--- src/rtl/alu_pipe_pkg.sv ---
// rtl/alu_pipe_pkg.sv - shared operation encoding and limits for the alu_pipe datapath
package alu_pipe_pkg;

    localparam int MAX_STAGES = 8;

    typedef enum logic [1:0] {
        ALU_ADD = 2'b00,
        ALU_SUB = 2'b01,
        ALU_AND = 2'b10,
        ALU_OR  = 2'b11
    } alu_sel_e;

endpackage

--- src/rtl/alu_pipe_alu_comb.sv ---
// rtl/alu_pipe_alu_comb.sv - combinational two-operand ALU with zero/negative flags
module alu_comb
    import alu_pipe_pkg::*;
#(
    parameter int DWIDTH = 32
) (
    input  logic [DWIDTH-1:0] op1,
    input  logic [DWIDTH-1:0] op2,
    input  logic [1:0]        sel,
    output logic [DWIDTH-1:0] res,
    output logic              zero,
    output logic              neg
);

    alu_sel_e op;

    // add/sub wrap modulo 2^DWIDTH; flags describe the truncated result
    always_comb begin
        op = alu_sel_e'(sel);
        case (op)
            ALU_ADD: res = op1 + op2;
            ALU_SUB: res = op1 - op2;
            ALU_AND: res = op1 & op2;
            ALU_OR:  res = op1 | op2;
            default: res = '0;
        endcase
        zero = (res == '0);
        neg  = res[DWIDTH-1];
    end

endmodule

--- src/rtl/alu_pipe.sv ---
// rtl/alu_pipe.sv - elastic STAGES-deep ALU pipeline; ALU_PIPE_FLAGS_EN carries zero/neg flags
module alu_pipe
    import alu_pipe_pkg::*;
#(
    parameter int DWIDTH = 32,
    parameter int STAGES = 3
) (
    input  logic                         clk,
    input  logic                         rst,
    input  logic                         in_valid_i,
    output logic                         in_ready_o,
    input  logic [DWIDTH-1:0]            op1_i,
    input  logic [DWIDTH-1:0]            op2_i,
    input  logic [1:0]                   sel_i,
    output logic                         out_valid_o,
    input  logic                         out_ready_i,
    output logic [DWIDTH-1:0]            res_o,
    output logic                         zero_o,
    output logic                         neg_o,
    output logic [$clog2(STAGES+1)-1:0] occupancy_o
);

    localparam int OCC_W = $clog2(STAGES+1);

    typedef struct packed {
        logic [DWIDTH-1:0] res;
`ifdef ALU_PIPE_FLAGS_EN
        logic              zero;
        logic              neg;
`endif
    } stage_t;

    logic [DWIDTH-1:0] alu_res;
    logic              alu_zero;
    logic              alu_neg;
    stage_t            alu_pay;

    stage_t            pay    [STAGES];
    stage_t            pay_in [STAGES];
    logic [STAGES-1:0] valid;
    logic [STAGES-1:0] valid_next;
    logic [STAGES-1:0] adv;
    logic [STAGES-1:0] shift_in;
    logic [STAGES:0]   down_ready;
    logic [OCC_W-1:0]  occ_next;
    logic [OCC_W-1:0]  occupancy_q;

    alu_comb #(.DWIDTH(DWIDTH)) u_alu (
        .op1  (op1_i),
        .op2  (op2_i),
        .sel  (sel_i),
        .res  (alu_res),
        .zero (alu_zero),
        .neg  (alu_neg)
    );

    always_comb begin
        alu_pay     = '0;
        alu_pay.res = alu_res;
`ifdef ALU_PIPE_FLAGS_EN
        alu_pay.zero = alu_zero;
        alu_pay.neg  = alu_neg;
`endif
    end

    // Ready ripples back from the consumer; a stage can load if empty or draining.
    always_comb begin
        adv                = '0;
        down_ready         = '0;
        down_ready[STAGES] = out_ready_i;
        for (int i = STAGES-1; i >= 0; i--) begin
            adv[i]        = valid[i] & down_ready[i+1];
            down_ready[i] = ~valid[i] | adv[i];
        end
    end

    for (genvar g = 0; g < STAGES; g++) begin : g_stage
        if (g == 0) begin : g_head
            assign shift_in[g] = in_valid_i;
            assign pay_in[g]   = alu_pay;
        end else begin : g_tail
            assign shift_in[g] = adv[g-1];
            assign pay_in[g]   = pay[g-1];
        end
        assign valid_next[g] = down_ready[g] ? shift_in[g] : valid[g];
    end

    always_comb begin
        occ_next = '0;
        for (int i = 0; i < STAGES; i++) begin
            occ_next = occ_next + OCC_W'(valid_next[i]);
        end
    end

    // Payload only moves alongside a valid item; empty stages keep stale data.
    always_ff @(posedge clk or posedge rst) begin
        if (rst) begin
            valid       <= '0;
            occupancy_q <= '0;
            for (int i = 0; i < STAGES; i++) begin
                pay[i] <= '0;
            end
        end else begin
            valid       <= valid_next;
            occupancy_q <= occ_next;
            for (int i = 0; i < STAGES; i++) begin
                if (down_ready[i] && shift_in[i]) begin
                    pay[i] <= pay_in[i];
                end
            end
        end
    end

    assign in_ready_o  = down_ready[0];
    assign out_valid_o = valid[STAGES-1];
    assign res_o       = pay[STAGES-1].res;
    assign occupancy_o = occupancy_q;

`ifdef ALU_PIPE_FLAGS_EN
    assign zero_o = pay[STAGES-1].zero;
    assign neg_o  = pay[STAGES-1].neg;
`else
    logic unused_flags;
    assign unused_flags = alu_zero | alu_neg;
    assign zero_o       = 1'b0;
    assign neg_o        = 1'b0;
`endif

endmodule

--- config.mk ---
export PLATFORM = sky130hd
export DESIGN_NAME = alu_pipe
export DESIGN_NICKNAME = d
export VERILOG_FILES = /design/src/rtl/alu_pipe_pkg.sv /design/src/rtl/alu_pipe_alu_comb.sv /design/src/rtl/alu_pipe.sv
export SDC_FILE = /design/constraint.sdc
export NUM_CORES = 1
export LEC_CHECK = 0
export CORE_MARGIN = 4
export CORE_UTILIZATION = 55
export CTS_BUF_LIST = sky130_fd_sc_hd__clkbuf_2 sky130_fd_sc_hd__clkbuf_4 sky130_fd_sc_hd__clkbuf_8
export CTS_CLUSTER_SIZE = 28
export DETAILED_ROUTE_END_ITERATION = 8
export GPL_TIMING_DRIVEN = 0
export PLACE_DENSITY = 0.84
export SYNTH_ARGS = -nofsm -noshare
export SYNTH_HDL_FRONTEND = slang
export SYNTH_SLANG_ARGS = --single-unit
--- constraint.sdc ---
create_clock -name clk -period 5.4 [get_ports clk]
set_input_delay 1.08 -clock clk [delete_from_list [all_inputs] [get_ports clk]]
set_output_delay 1.08 -clock clk [all_outputs]
set_load 0.02 [all_outputs]
Word level (Yosys, flattened, before mapping)
Index checks and enable logic that the tools add are counted.
{"block": "totals", "ff_bits": 101}
{"block": "op_classes", "n_addsub": 4, "eq_ne": 3, "muxes": 4, "bitwise": 11, "reduce_logical": 4}
{"operator": "32-bit case mux with 4 select lines", "count": 1}
{"operator": "32-bit adder", "count": 1}
{"operator": "32-bit bitwise AND", "count": 1}
{"operator": "32-bit bitwise OR", "count": 1}
{"operator": "32-bit subtractor", "count": 1}
{"operator": "2-bit equality test, second input constant", "count": 2}
{"operator": "1-bit bitwise AND", "count": 3}
{"operator": "1-bit logical AND", "count": 3}
{"operator": "1-bit 2-to-1 mux", "count": 3}
{"operator": "1-bit NOT", "count": 3}
{"operator": "1-bit bitwise OR", "count": 3}
{"operator": "1-bit by 1-bit adder with 2-bit output", "count": 1}
{"operator": "2-bit by 1-bit adder with 2-bit output", "count": 1}
{"operator": "2-bit by 1-bit equality test with 1-bit output, second input constant", "count": 1}
{"operator": "2-bit zero test", "count": 1}

Logic depth before layout (Yosys ltp)
{"block": "logic_depth", "ltp_word": 9, "mapped_depth": 17, "depth_no_buf": 15}

Cells and area by module
A second synthesis with hierarchy kept.
{"block": "unflattened", "cells_unflattened": 778, "hier_area_um2": 7599.8}
{"mod": "alu_pipe", "instances": 1, "cells_each": 257, "area_per_inst_um2": 4136.5, "seq_area_each_um2": 2527.4}
{"mod": "alu_comb", "instances": 1, "cells_each": 521, "area_per_inst_um2": 3463.3, "seq_area_each_um2": 0.0}

Worst setup path after synthesis
Ideal clock, no wire load.
{"block": "synth_path", "path_type": "input -> register", "start": "input port op2_i[13]", "end": "register pay[94] in the netlist's numbering", "setup_time_ps": 79, "arrival_time_ps": 4792, "required_time_ps": 5321, "setup_slack_ps": 529, "path_stages": 16, "n_path_buf": 1, "path_cell_list": "or4_4 -> or4b_4 -> nor4_4 -> nor3b_1 -> nor2_1 -> xnor2_1 -> ha_1 -> clkbuf_1 -> nand2_1 -> nor4_1 -> a221oi_1 -> o21ai_0 -> a31oi_1 -> o31ai_1 -> mux2i_1 -> a2bb2oi_1"}
{"block": "synth_between", "elab_chain_cells": 2, "elab_cells_between_ends": 3}
{"item": "from (decl)", "line_no": "alu_pipe.sv:13", "text": "input logic [DWIDTH-1:0] op2_i,"}
{"item": "32-bit subtractor / 32-bit adder (equally long branches)", "line_no": "alu_pipe_alu_comb.sv:22, alu_pipe_alu_comb.sv:21"}
{"item": "32-bit case mux with 4 select lines *", "line_no": "alu_pipe_alu_comb.sv:20", "text": "case (op)"}
{"item": "to (signal, indexed assignment)", "line_no": "alu_pipe.sv:108", "text": "pay[i] <= pay_in[i];"}
{"item": "to (decl)", "line_no": "alu_pipe.sv:38", "text": "stage_t pay [STAGES];"}
Every way passes the cells marked *; elsewhere a longest branch is shown, timed or not.
A chain may end at the register's enable or synchronous reset.

Worst setup path after layout
{"block": "layout_path", "start": "input port op2_i[4]", "end": "register pay[90] in the netlist's numbering"}
Same word-level chain as after synthesis.

==> impl_metrics.csv <==
group,metric,value,unit
grt,grt_use_met1,37.3,%
clock_network,htreeDepth,3,
route,dr.pass1.iters,6,
worst_setup_path,critical_path_class,"input pin to register",
placement,dpl.hpwl,15.3,mm
worst_setup_path,worstPathRequired,5.62,ns
route,avgViaCountPerCell,5.79,
timing,holdWs,0.495,ns
floorplan,die_h,121,um
clock_network,cts-root-buf,"clkbuf_8",
timing,setup_slack,0.199,ns
flow_run,drv_cap,0,
clock_network,cts.path.max_buffers,2,
grt,overflow,0,
grt,grt_antenna_before_repair,0,
logic_synthesis,synth_area,6980,um2
logic_synthesis,synth-seq-cells,101,
worst_hold_path,hold_class,"register to register",
logic_synthesis,synth_flop_cell,"dfrtp_1",
route,drtIter0Drc,340,
cells_and_area,n_fill_cell,958,
logic_synthesis,synthXorXnorAreaFrac,7.14,%
worst_setup_path,end_kind,"register",
route,drt-total-wl,19.5,mm
logic_synthesis,netlist.area_leader.share,36.2,%
worst_setup_path,worstPathMaxFanout,7,
timing,worst_slew_pin_slew,0.722,ns
cells_and_area,stdcell_area,8560,um2
power_and_ir_drop,power.density,360,nW/um2
logic_synthesis,yosys.area_share.simple,12.2,%
logic_synthesis,synth_mux_area_share,11.5,%
clock_network,cts.sinks,101,
cells_and_area,final_cell_mix,"101 x dfrtp_1, 98 x clkdlybuf4s50_1, 89 x a21oi_1",
cells_and_area,stdcell_count,1035,
timing,rsz0062_at_grt,"false",
placement,gp_congestion,0.933,
route,drc_errors,0,
logic_synthesis,synth_edf_count,0,
logic_synthesis,synthArstFlopShare,100,%
cells_and_area,multi_input_area,4000,um2
route,drtAntennaViolNets,0,
clock_network,cts_tree,"yes",
power_and_ir_drop,peakVddDrop,161,uV
cells_and_area,nets,968,
logic_synthesis,yosysSeqAreaShare,36.2,%
worst_setup_path,critPathLaunch,"op2_i[4]",
placement,placed_cells,1015,
cells_and_area,drive_above_1_share,16.7,%
power_and_ir_drop,p_leak,3.64,nW
worst_setup_path,start_kind,"input pin",
logic_synthesis,synth_top_family_by_area,"compound AO/OA/AOI/OAI gates",
logic_synthesis,yosys_warnings,0,
grt,met2_usage,46.1,%
timing,clock_skew,0.0121,ns
floorplan,io_pins,108,
placement,placed_area,8240,um2
timing,drv_slew,0,
logic_synthesis,synthesis.instances,743,
clock_network,cts_hold_buf,0,
route,wl_per_cell,18.9,um
timing,setup_viol,0,
logic_synthesis,synth_top_area_cell,"dfrtp_1",
floorplan,die_width,121,um
grt,grt.total_usage,27.2,%
worst_hold_path,hold_start,"pay[65]$_DFFE_PP0P_",
logic_synthesis,synth_compound_area_share,16.0,%
grt,grt_pass1_vias,5859,
clock_network,path_clk_slew,0.08,ns
grt,grt_use_met3,2.90,%
timing,period_minus_slack,5.20,ns
cells_and_area,antenna_cells,0,
timing,slew_headroom,51.8,%
logic_synthesis,syn_area_per_cell,9.39,um2
placement,port_buffers,102,
clock_network,clock_latency,0.37,ns
grt,grt_most_used_layer,"met2",
grt,grt_start_max_net_pins,69,
floorplan,core_area,12200,um2
route,via_count,5992,
floorplan,rows,40,
worst_setup_path,cp.arrival,5.42,ns
worst_setup_path,reg2reg_from,"valid[2]$_DFF_PP0_",
grt,grt_pass1_wl,31.2,mm
timing,fin_crit_sh,96.3,%
timing,fmax,192,MHz
floorplan,die_area,14600,um2
logic_synthesis,synthAdderAreaFrac,9.68,%
placement,dp_slack,-0.867,ns
clock_network,cts_buffers,9,
cells_and_area,register_area,2530,um2
timing,hold_viol_final,0,
floorplan,initial_core_util,57.1,%
cells_and_area,final_common_cell,"dfrtp_1",
outcome,outcome,"finished, final reports clean",
cells_and_area,area_growth,22.7,%
logic_synthesis,synth_cell_types,59,
logic_synthesis,yosys-top-cells-area,"dfrtp_1 36%, mux2_2 10%, a21oi_1 6.4%",
-- worst max-delay path, cell delays in order --
cell	delay, ns
clkdlybuf4s50_1	0.48
or4_4	0.59
nor4_4	0.18
and3b_2	0.24
clkbuf_1	0.38
and3b_4	0.33
a21oi_1	0.10
xnor2_1	0.16
ha_1	0.37
a21o_1	0.18
a21o_1	0.18
a221oi_1	0.24
o21ai_0	0.16
a31oi_2	0.27
xnor2_1	0.09
mux2i_1	0.25
o21ai_0	0.14
-- repair_timing --
action                                  CTS  global route
gates resized for setup                   4             9
endpoints found under the setup margin    7             6
pin swaps                                 0             5
setup buffers                             1             4
-- metal layers --
| metal | part of all wire [%] | vias to the layer above | routed length [um] |
|---|---|---|---|
| li1 | - | 2836 | - |
| met1 | 44 | 2896 | 8600 |
| met2 | 49 | 231 | 9550 |
| met3 | 5.3 | 29 | 1030 |
| met4 | 1.8 | 0 | 355 |
| met5 | 0 | - | 0 |
-- Yosys cell counts, drive strengths merged, types with 12 or more instances --
master / n
nand2: 51
clkbuf: 27
buf: 42
a21oi: 89
ha: 34
xnor2: 48
mux2: 65
o21ai: 49
inv: 25
dfrtp: 101
nor2: 52
maj3: 21
nor4: 12
-- layout make-up --
class | count | share of cell area (%)
inverters | 25 | 1.13
clock buffers | 10 | 1.61
multi-input cells | 549 | 46.7
repair buffers | 108 | 12.8
clock inverters | 6 | 1.01
well taps | 168 | 2.46
flip-flops and latches | 101 | 29.5
plain buffers | 68 | 4.71
-- path summary, 6_finish.rpt --
path / depth (start not counted) / slack, ns / endpoint
min reg2reg: 2 / 0.49 / pay[65]$_DFFE_PP0P_
max reg2reg: 7 / 2.89 / pay[66]$_DFFE_PP0P_
max: 17 / 0.20 / pay[90]$_DFFE_PP0P_
max in group asynchronous: 3 / 3.67 / pay[38]$_DFFE_PP0P_
min: 2 / 0.49 / pay[65]$_DFFE_PP0P_
min in group asynchronous: 2 / 1.08 / valid[2]$_DFF_PP0_
-- logic make-up after synthesis --
group	count (synthesis)
and+or+nand+nor	171
xor gates and xnor gates	56
DFF	101
muxes	72
buffers and inverters	94
AOI/OAI and AO/OA	191
adders and majority gates	57
other	1
-- where the power goes --
part | switching [W] | total, W | internal [W]
sequential | 0.000152 | 0.00116 | 0.00101
clock | 0.000247 | 0.000520 | 0.000273
combinational | 0.000662 | 0.00140 | 0.000737
total | 0.00106 | 0.00308 | 0.00202
-- sequential cells by signal, summed over array words and instances, names as in the netlist --
register	cells
pay	64
occupancy_o	2
res_o	32
valid	3
-- metrics by stage --
| step | total power [W] | util (%) | TNS, ns |
|---|---|---|---|
| 2_1_floorplan | 0.00203 | - | 0 |
| 3_3_place_gp | 0.00248 | 67.2 | -4.37 |
| 3_5_place_dp | 0.00254 | 67.5 | -4.59 |
| 4_1_cts | 0.00308 | 69.6 | 0 |
| 5_1_grt | 0.00324 | 70.1 | 0 |
| 6_report | 0.00308 | 70.1 | 0 |
(Power assumes the default switching activity.)
